`config.mk`:
```
export PLATFORM = sky130hd
export DESIGN_NAME = ws2812b_frame_loader
export DESIGN_NICKNAME = d
export VERILOG_FILES = /design/src/rtl/ws2812b_frame_loader.sv
export SDC_FILE = /design/constraint.sdc
export NUM_CORES = 1
export LEC_CHECK = 0
export CAP_MARGIN = 20
export CORE_UTILIZATION = 45
export CTS_CLUSTER_DIAMETER = 50
export DETAILED_ROUTE_END_ITERATION = 7
export PLACE_DENSITY = 0.7
export SYNTH_ARGS = -nofsm -noshare
export SYNTH_HDL_FRONTEND = slang
export SYNTH_SLANG_ARGS = --single-unit
```
`constraint.sdc`:
```
create_clock -name clk -period 11.9 [get_ports clk]
set_input_delay 2.38 -clock clk [delete_from_list [all_inputs] [get_ports clk]]
set_output_delay 2.38 -clock clk [all_outputs]
set_load 0.02 [all_outputs]
```
`src/rtl/ws2812b_frame_loader.sv`:
```
`default_nettype none
// =============================================================================
// ws2812b_frame_loader : periodic, brightness-scaled, rotatable frame streamer
// Revision 1.0
// =============================================================================
module ws2812b_frame_loader #(
  parameter int NB_LEDS     = 12,
  parameter int REFRESH_DIV = 2_500_000
) (
  input  logic        clk,
  input  logic        reset_n,
  input  logic        wr_en,
  input  logic [7:0]  wr_addr,
  input  logic [23:0] wr_rgb,
  input  logic [7:0]  brightness,
  input  logic        rotate_en,
  input  logic        rotate_dir,
  output logic [7:0]  address,
  output logic [7:0]  red,
  output logic [7:0]  green,
  output logic [7:0]  blue,
  output logic        load,
  output logic        latch_n,
  output logic        frame_done
);

  localparam int               c_cnt_w    = (REFRESH_DIV > 1) ? $clog2(REFRESH_DIV) : 1;
  localparam logic [c_cnt_w-1:0] c_cnt_last = c_cnt_w'(REFRESH_DIV - 1);
  localparam logic [7:0]       c_leds     = 8'(NB_LEDS);
  localparam logic [7:0]       c_led_last = 8'(NB_LEDS - 1);

  typedef enum logic [1:0] {
    ST_WAIT  = 2'd0,
    ST_LOAD  = 2'd1,
    ST_LATCH = 2'd2
  } state_t;

  state_t             r_state, w_state_nx;
  logic [c_cnt_w-1:0] r_cnt, w_cnt_nx;
  logic [7:0]         r_idx, w_idx_nx;
  logic [7:0]         r_off, w_off_nx;
  logic [7:0]         r_bright;
  logic               w_start;
  logic [7:0]         w_off_inc, w_off_dec;
  logic [7:0]         w_src;
  logic [23:0]        w_pix;
  logic [8:0]         w_scale;
  logic [23:0]        r_buf [NB_LEDS];

  assign w_off_inc = (r_off == c_led_last) ? 8'd0 : r_off + 8'd1;
  assign w_off_dec = (r_off == 8'd0) ? c_led_last : r_off - 8'd1;

  // (k - off) mod NB_LEDS; the wrap branch stays below 256 even if the 8-bit sum overflows
  assign w_src   = (r_idx >= r_off) ? (r_idx - r_off) : (r_idx + (c_leds - r_off));
  assign w_scale = {1'b0, r_bright} + 9'd1;

  always_comb begin
    w_pix = '0;
    for (int i = 0; i < NB_LEDS; i++) begin
      if (w_src == 8'(i)) w_pix = r_buf[i];
    end
  end

  always_comb begin
    w_state_nx = r_state;
    w_cnt_nx   = r_cnt;
    w_idx_nx   = r_idx;
    w_off_nx   = r_off;
    w_start    = 1'b0;
    case (r_state)
      ST_WAIT: begin
        if (r_cnt == c_cnt_last) begin
          w_state_nx = ST_LOAD;
          w_idx_nx   = 8'd0;
          w_start    = 1'b1;
        end else begin
          w_cnt_nx = r_cnt + c_cnt_w'(1);
        end
      end
      ST_LOAD: begin
        if (r_idx == c_led_last) w_state_nx = ST_LATCH;
        else                     w_idx_nx   = r_idx + 8'd1;
      end
      ST_LATCH: begin
        w_state_nx = ST_WAIT;
        w_cnt_nx   = '0;
        if (rotate_en) w_off_nx = rotate_dir ? w_off_dec : w_off_inc;
      end
      default: w_state_nx = ST_WAIT;
    endcase
  end

  always_ff @(posedge clk or negedge reset_n) begin
    if (!reset_n) begin
      r_state  <= ST_WAIT;
      r_cnt    <= '0;
      r_idx    <= 8'd0;
      r_off    <= 8'd0;
      r_bright <= 8'd0;
    end else begin
      r_state <= w_state_nx;
      r_cnt   <= w_cnt_nx;
      r_idx   <= w_idx_nx;
      r_off   <= w_off_nx;
      if (w_start) r_bright <= brightness;
    end
  end

  // Out-of-range addresses match no entry and are dropped
  always_ff @(posedge clk or negedge reset_n) begin
    if (!reset_n) begin
      for (int i = 0; i < NB_LEDS; i++) r_buf[i] <= '0;
    end else begin
      for (int i = 0; i < NB_LEDS; i++) begin
        if (wr_en && (wr_addr == 8'(i))) r_buf[i] <= wr_rgb;
      end
    end
  end

  always_ff @(posedge clk or negedge reset_n) begin
    if (!reset_n) begin
      load       <= 1'b0;
      latch_n    <= 1'b1;
      frame_done <= 1'b0;
      address    <= 8'd0;
      red        <= 8'd0;
      green      <= 8'd0;
      blue       <= 8'd0;
    end else begin
      load       <= (r_state == ST_LOAD);
      latch_n    <= (r_state != ST_LATCH);
      frame_done <= (r_state == ST_LATCH);
      if (r_state == ST_LOAD) begin
        address <= r_idx;
        red     <= 8'(({8'd0, w_pix[23:16]} * {7'd0, w_scale}) >> 8);
        green   <= 8'(({8'd0, w_pix[15:8]}  * {7'd0, w_scale}) >> 8);
        blue    <= 8'(({8'd0, w_pix[7:0]}   * {7'd0, w_scale}) >> 8);
      end else begin
        address <= 8'd0;
        red     <= 8'd0;
        green   <= 8'd0;
        blue    <= 8'd0;
      end
    end
  end

endmodule
`default_nettype wire

```
## Word level (Yosys, flattened, before mapping)

Cells that the tools add are included.

- Bits of input ports: 45
- Logic and storage cells: 120
- Flip-flop bits (word level): 371
- Output and inout bits: 35

- Magnitude comparators: 1
- Eq/ne operators: 32
- Multiplexer cells: 30
- $add $sub $neg: 8
- Multipliers: 3
- Reductions and logical operators: 22

Operators with widths:

| operator | number |
|---|---|
| $mux 24 | 12 |
| $eq 8x4->1 const B | 10 |
| $mux 8 | 10 |
| $eq 8x3->1 const B | 8 |
| $mul 8x9->16 | 3 |
| $pmux 22 s2 | 1 |
| $eq 8x2->1 const B | 4 |
| $logic_not 8->1 | 3 |
| $add 22x1->22 const B | 1 |
| $eq 22x22->1 const B | 1 |
| $mux 22 | 1 |
| $add 8x1->8 const B | 2 |
| $eq 8x1->1 const B | 2 |
| $pmux 8 s2 | 1 |
| $logic_and 1x1->1 | 12 |
| $ne 2x2->1 const B | 5 |
| $add 8x1->9 const B | 1 |
| $add 8x8->8 | 1 |
| $ge 8x8->1 | 1 |
| $sub 4x8->8 const A | 1 |
| $sub 8x1->8 const B | 1 |
| $sub 8x8->8 | 1 |
| $reduce_and 2->1 | 3 |
| $mux 2 | 2 |
| other kinds (7) | 9 |

## Logic depth before layout (Yosys ltp)

- Depth in word-level cells: 18
- Depth in mapped cells: 36
- Gate-level depth less buffers: 35

## Worst setup path before layout

OpenSTA, ideal clock, no wires.

- Path type: register -> register
- Start: register r_off[1]
- End: register blue[3]
- Arrival time: 7836 ps
- Path buffers: 2
- Library setup time: 69 ps
- Path slack: 3995 ps
- Required time: 11831 ps
- Clock period less this slack: 7905 ps
- Cell stages (with the launch flop): 32
- Cells stage by stage: dfrtp_1 -> inv_1 -> ha_1 -> ha_1 -> fa_1 -> a211o_1 -> a2111oi_0 -> nand4b_1 -> nand4_1 -> or3_1 -> buf_2 -> nand2_1 -> clkbuf_1 -> nand2_1 -> nor2_1 -> a21oi_1 -> a221oi_2 -> nor2_1 -> fa_1 -> inv_1 -> fa_1 -> inv_1 -> fa_1 -> fa_1 -> ha_1 -> o21ai_0 -> a211oi_1 -> a311oi_2 -> o21bai_1 -> a21oi_1 -> or4b_1 -> nand3_1

- Word-level cells in the longest chain between the ends: 18
- Elaborated cells between the ends (all ways): 31
- Classes of those cells: 3 x add/sub; 1 x mul; 1 x order compare; 11 x eq/ne; 14 x mux; 1 x reduce/logical

Ends and longest elaborated chain:

| element | line | text |
|---|---|---|
| from (decl) | 41 | `logic [7:0] r_off, w_off_nx;` |
| from (signal assigned) | 104 | `r_off <= w_off_nx;` |
| $sub 4x8->8 | 54 | `assign w_src = (r_idx >= r_off) ? (r_idx - r_off) : (r_idx + (c_leds - r_off));` |
| $add 8x8->8 | 54 |  |
| $mux 8 * | 54 |  |
| $logic_not 8->1 | 60 | `if (w_src == 8'(i)) w_pix = r_buf[i];` |
| $mux 24 (11 in series) | 60 |  |
| $mux 24 * | 60 |  |
| $mul 8x9->16 * | 137 | `blue <= 8'(({8'd0, w_pix[7:0]} * {7'd0, w_scale}) >> 8);` |
| $mux 8 * | 133 | `if (r_state == ST_LOAD) begin` |
| to (signal assigned) | 137 |  |
| to (decl) | 21 | `output logic [7:0] blue,` |

Mark *: on every way between the ends. The rest lies on a longest branch, timed or not.
A chain may end at the register's enable or synchronous reset.

## Worst setup path after layout

- Start: register r_off[1]
- End: register blue[6]

Same word-level chain as after synthesis.

==> run summary <==
Largest cells by area after synthesis - dfrtp_1, mux2_2, fa_1
Synth area leader - dfrtp_1
DRT antenna net count - 0
Skew final - 0.0397 ns
DP HPWL - 41400 um
CP dominant cell by count - fa_1
Period Utilization, post-route - 79.5%
Skew-Pair Late Insertion Delay - 0.61 ns
Clock Path Buffers - 3
WS Path Type - flip-flop to flip-flop
Height of the die - 232 um
Layout Cells excl Fill - 2961
Clk slew on worst S/H paths - 0.06 ns
CTS root buf - clkbuf_16
Vias in the first global route - 17200
Hold buffers post-CTS - 0
Status - finished, final reports clean
Seq cells post-synth - 371
Layout area overhead - 13.5%
Worst hold start - r_buf[208]
Worst vdd ir - 0.113 mV
Max capacitance violation total - 0
FFs w/ async S/R, synth - 100%
CP Capture Type - flip-flop
Final net count - 2530
Fillers - 4529
DRT Pass-1 Iters - 5
All-Layer GR Usage - 23.0%
Worst Setup SP - r_off[1]
Detailed router's first-iteration violation count - 1278
Required time of the worst setup path - 12.34 ns
Post-Synthesis Cells - 2195
Worst-case reg-to-reg path depth - 28
Top-Level Pins - 80
Clock Sinks - 371
Post-synthesis cell type count - 83
Ratio of cells with drive above 1 in the final layout - 22.5%
Setup total negative slack - 0 ns
RSZ-0062 raised after global routing - false
Final WL - 60300 um
WL/cell - 20.4 um
Startpoint types - flip-flop
Global-route wire length before repair - 96600 um
Count of final hold-check violations - 0
H-Tree Depth - 2
Port bufs - 79
CP max stage delay - 0.82 ns
Worst-path maximum fanout - 11
Net Count, Synth - 2483
Commonest non-fill, non-tap cell in the layout - dfrtp_1
Synth Flop Type - dfrtp_1
Hold crit path type - flip-flop to flip-flop
Met1 Wirelength - 26600 um
Post-route DRC - 0
Die W - 232 um
Worst path slowest cell - o21ai_1
Max Used Layer - met4
Most frequent cells in the layout - dfrtp_1, mux2_2, nor2_1, inv_1, fa_1
F_max - 106 MHz
Post-Place Cells - 2873
Synth Warn # - 0
Num CTS Buffers - 47
Total Die Area - 53600 um2
Final setup fails - 0
Post-CTS Setup Repair Bufs - 0
Slew Limit Fails - 0
Via Count - 16800
Cell count of the worst hold path - 1
R2R Path End - blue[6]
Worst Hold Margin - 0.502 ns
Post-CTS resize count - 0
Share of the synthesized area in the top cell type - 39.0%
Synth Cell Area - 23700 um2
Core area - 51700 um2
Min cycle time layout - 9.46 ns
Arr. time, crit path - 9.90 ns
Post-synth EDFFs - 0
Gr ovfl total - 0
Syn Area/Cell - 10.8 um2
Metal2 WL - 29000 um
TritonCTS clock tree - yes
PwrDens - 110 nW/um2
Flop2flop setup slack - 2.44 ns
Largest net degree at the start of global routing - 187
Vias/cell - 5.66
Met3 WL - 3120 um
Worst-margin pin slew - 1.05 ns
RD Place Congestion - 0.872
Initial Util - 45.9%
Leakage Power - 0.0129 uW
Worst r2r src - r_off[1]
Hold EP - r_buf[208]
Rel. slew slack - 29.8%
Rows - 83
Sequential area share after synthesis - 39.1%
Antenna violations before repair - 2
registers in the layout (all words and copies together) (netlist names):
name	flops
frame_done	1
r_cnt	22
red	8
r_off	8
green	8
r_buf	288
latch_n	1
r_state	2
r_bright	8
address	8
blue	8
r_idx	8
load	1
cells by family (layout without fill, tap and decap cells):
group | Yosys count | count (layout) | share of synthesized area, %
AOI/OAI and AO/OA | 267 | 267 | 7.78
xor gates and xnor gates | 56 | 56 | 2.07
adders and majority gates | 243 | 243 | 16.8
muxes | 341 | 341 | 17.1
buffers and inverters | 318 | 403 | 5.15
other | 0 | 1 | 0
and+or+nand+nor | 599 | 599 | 11.9
DFF | 371 | 371 | 39.1
report_power, final:
| part | switching, uW | total [uW] | internal [uW] |
|---|---|---|---|
| clock network | 593 | 1500 | 902 |
| registers | 24.9 | 1330 | 1310 |
| logic | 64.4 | 122 | 57.8 |
layer usage:
layer | track usage [%] | vias to the layer above
li1 | - | 7644
met4 | 6.93 | 0
met2 | 38.1 | 467
met1 | 31.1 | 8563
met5 | 0 | -
met3 | 3.58 | 97
through the flow:
stage | power (uW) | utilization (%) | worst slack [ns] | cell area (um2)
4_1_cts | 2980 | 52.1 | 2.55 | 26900
3_5_place_dp | 1480 | 48.9 | 2.62 | 25300
3_3_place_gp | 1470 | 48.9 | 2.93 | 25300
6_report | 2950 | 52.1 | 2.44 | 26900
2_1_floorplan | 1410 | - | 3.99 | 23700
5_1_grt | 3050 | 52.1 | 1.90 | 26900
synthesized netlist by cell type (16+ instances only):
| cell type | n |
|---|---|
| nand3_1 | 49 |
| nor3_1 | 31 |
| a22oi_1 | 30 |
| mux2_2 | 302 |
| o21ai_0 | 34 |
| dfrtp_1 | 370 |
| buf_2 | 16 |
| nand4_1 | 21 |
| ha_1 | 117 |
| fa_1 | 126 |
| xor2_1 | 29 |
| nand2_1 | 85 |
| a21oi_1 | 63 |
| inv_1 | 201 |
| nor2_1 | 268 |
| xnor2_1 | 27 |
| mux2i_1 | 17 |
| clkbuf_1 | 95 |
| nand2b_1 | 23 |
| mux4_2 | 22 |
| or2_2 | 38 |
| o22ai_1 | 19 |
how the worst max path moves through the flow:
stage / depth (start not counted) / endpoint / slack (ns)
final: 28 / blue[6] / 2.44
after floorplan: 31 / blue[3] / 3.99
after global placement: 28 / blue[6] / 2.93
after detailed placement: 28 / blue[6] / 2.62
after CTS: 28 / blue[6] / 2.55
after global routing: 28 / blue[6] / 1.90
final cells by class:
cell class	instances	area (um2)	share of cell area [%]
tap	680	851	3.16
clock inverter	24	344	1.28
inverter	202	758	2.82
sequential	371	9290	34.5
antenna	1	2.50	0.00929
multi-input combinational	1506	13300	49.4
clock buffer	63	1320	4.89
timing repair buffer	114	1070	3.98
critical path: cells and delay by family (launching register included):
family	cells	cell delay (ns)
fa+ha+maj	8	3.34
compound gates	10	3.16
simple gates	5	1.16
mux	1	0.65
flops	1	0.43
buf+inv	3	0.32
xor+xnor	1	0.21
(Power assumes the default switching activity.)
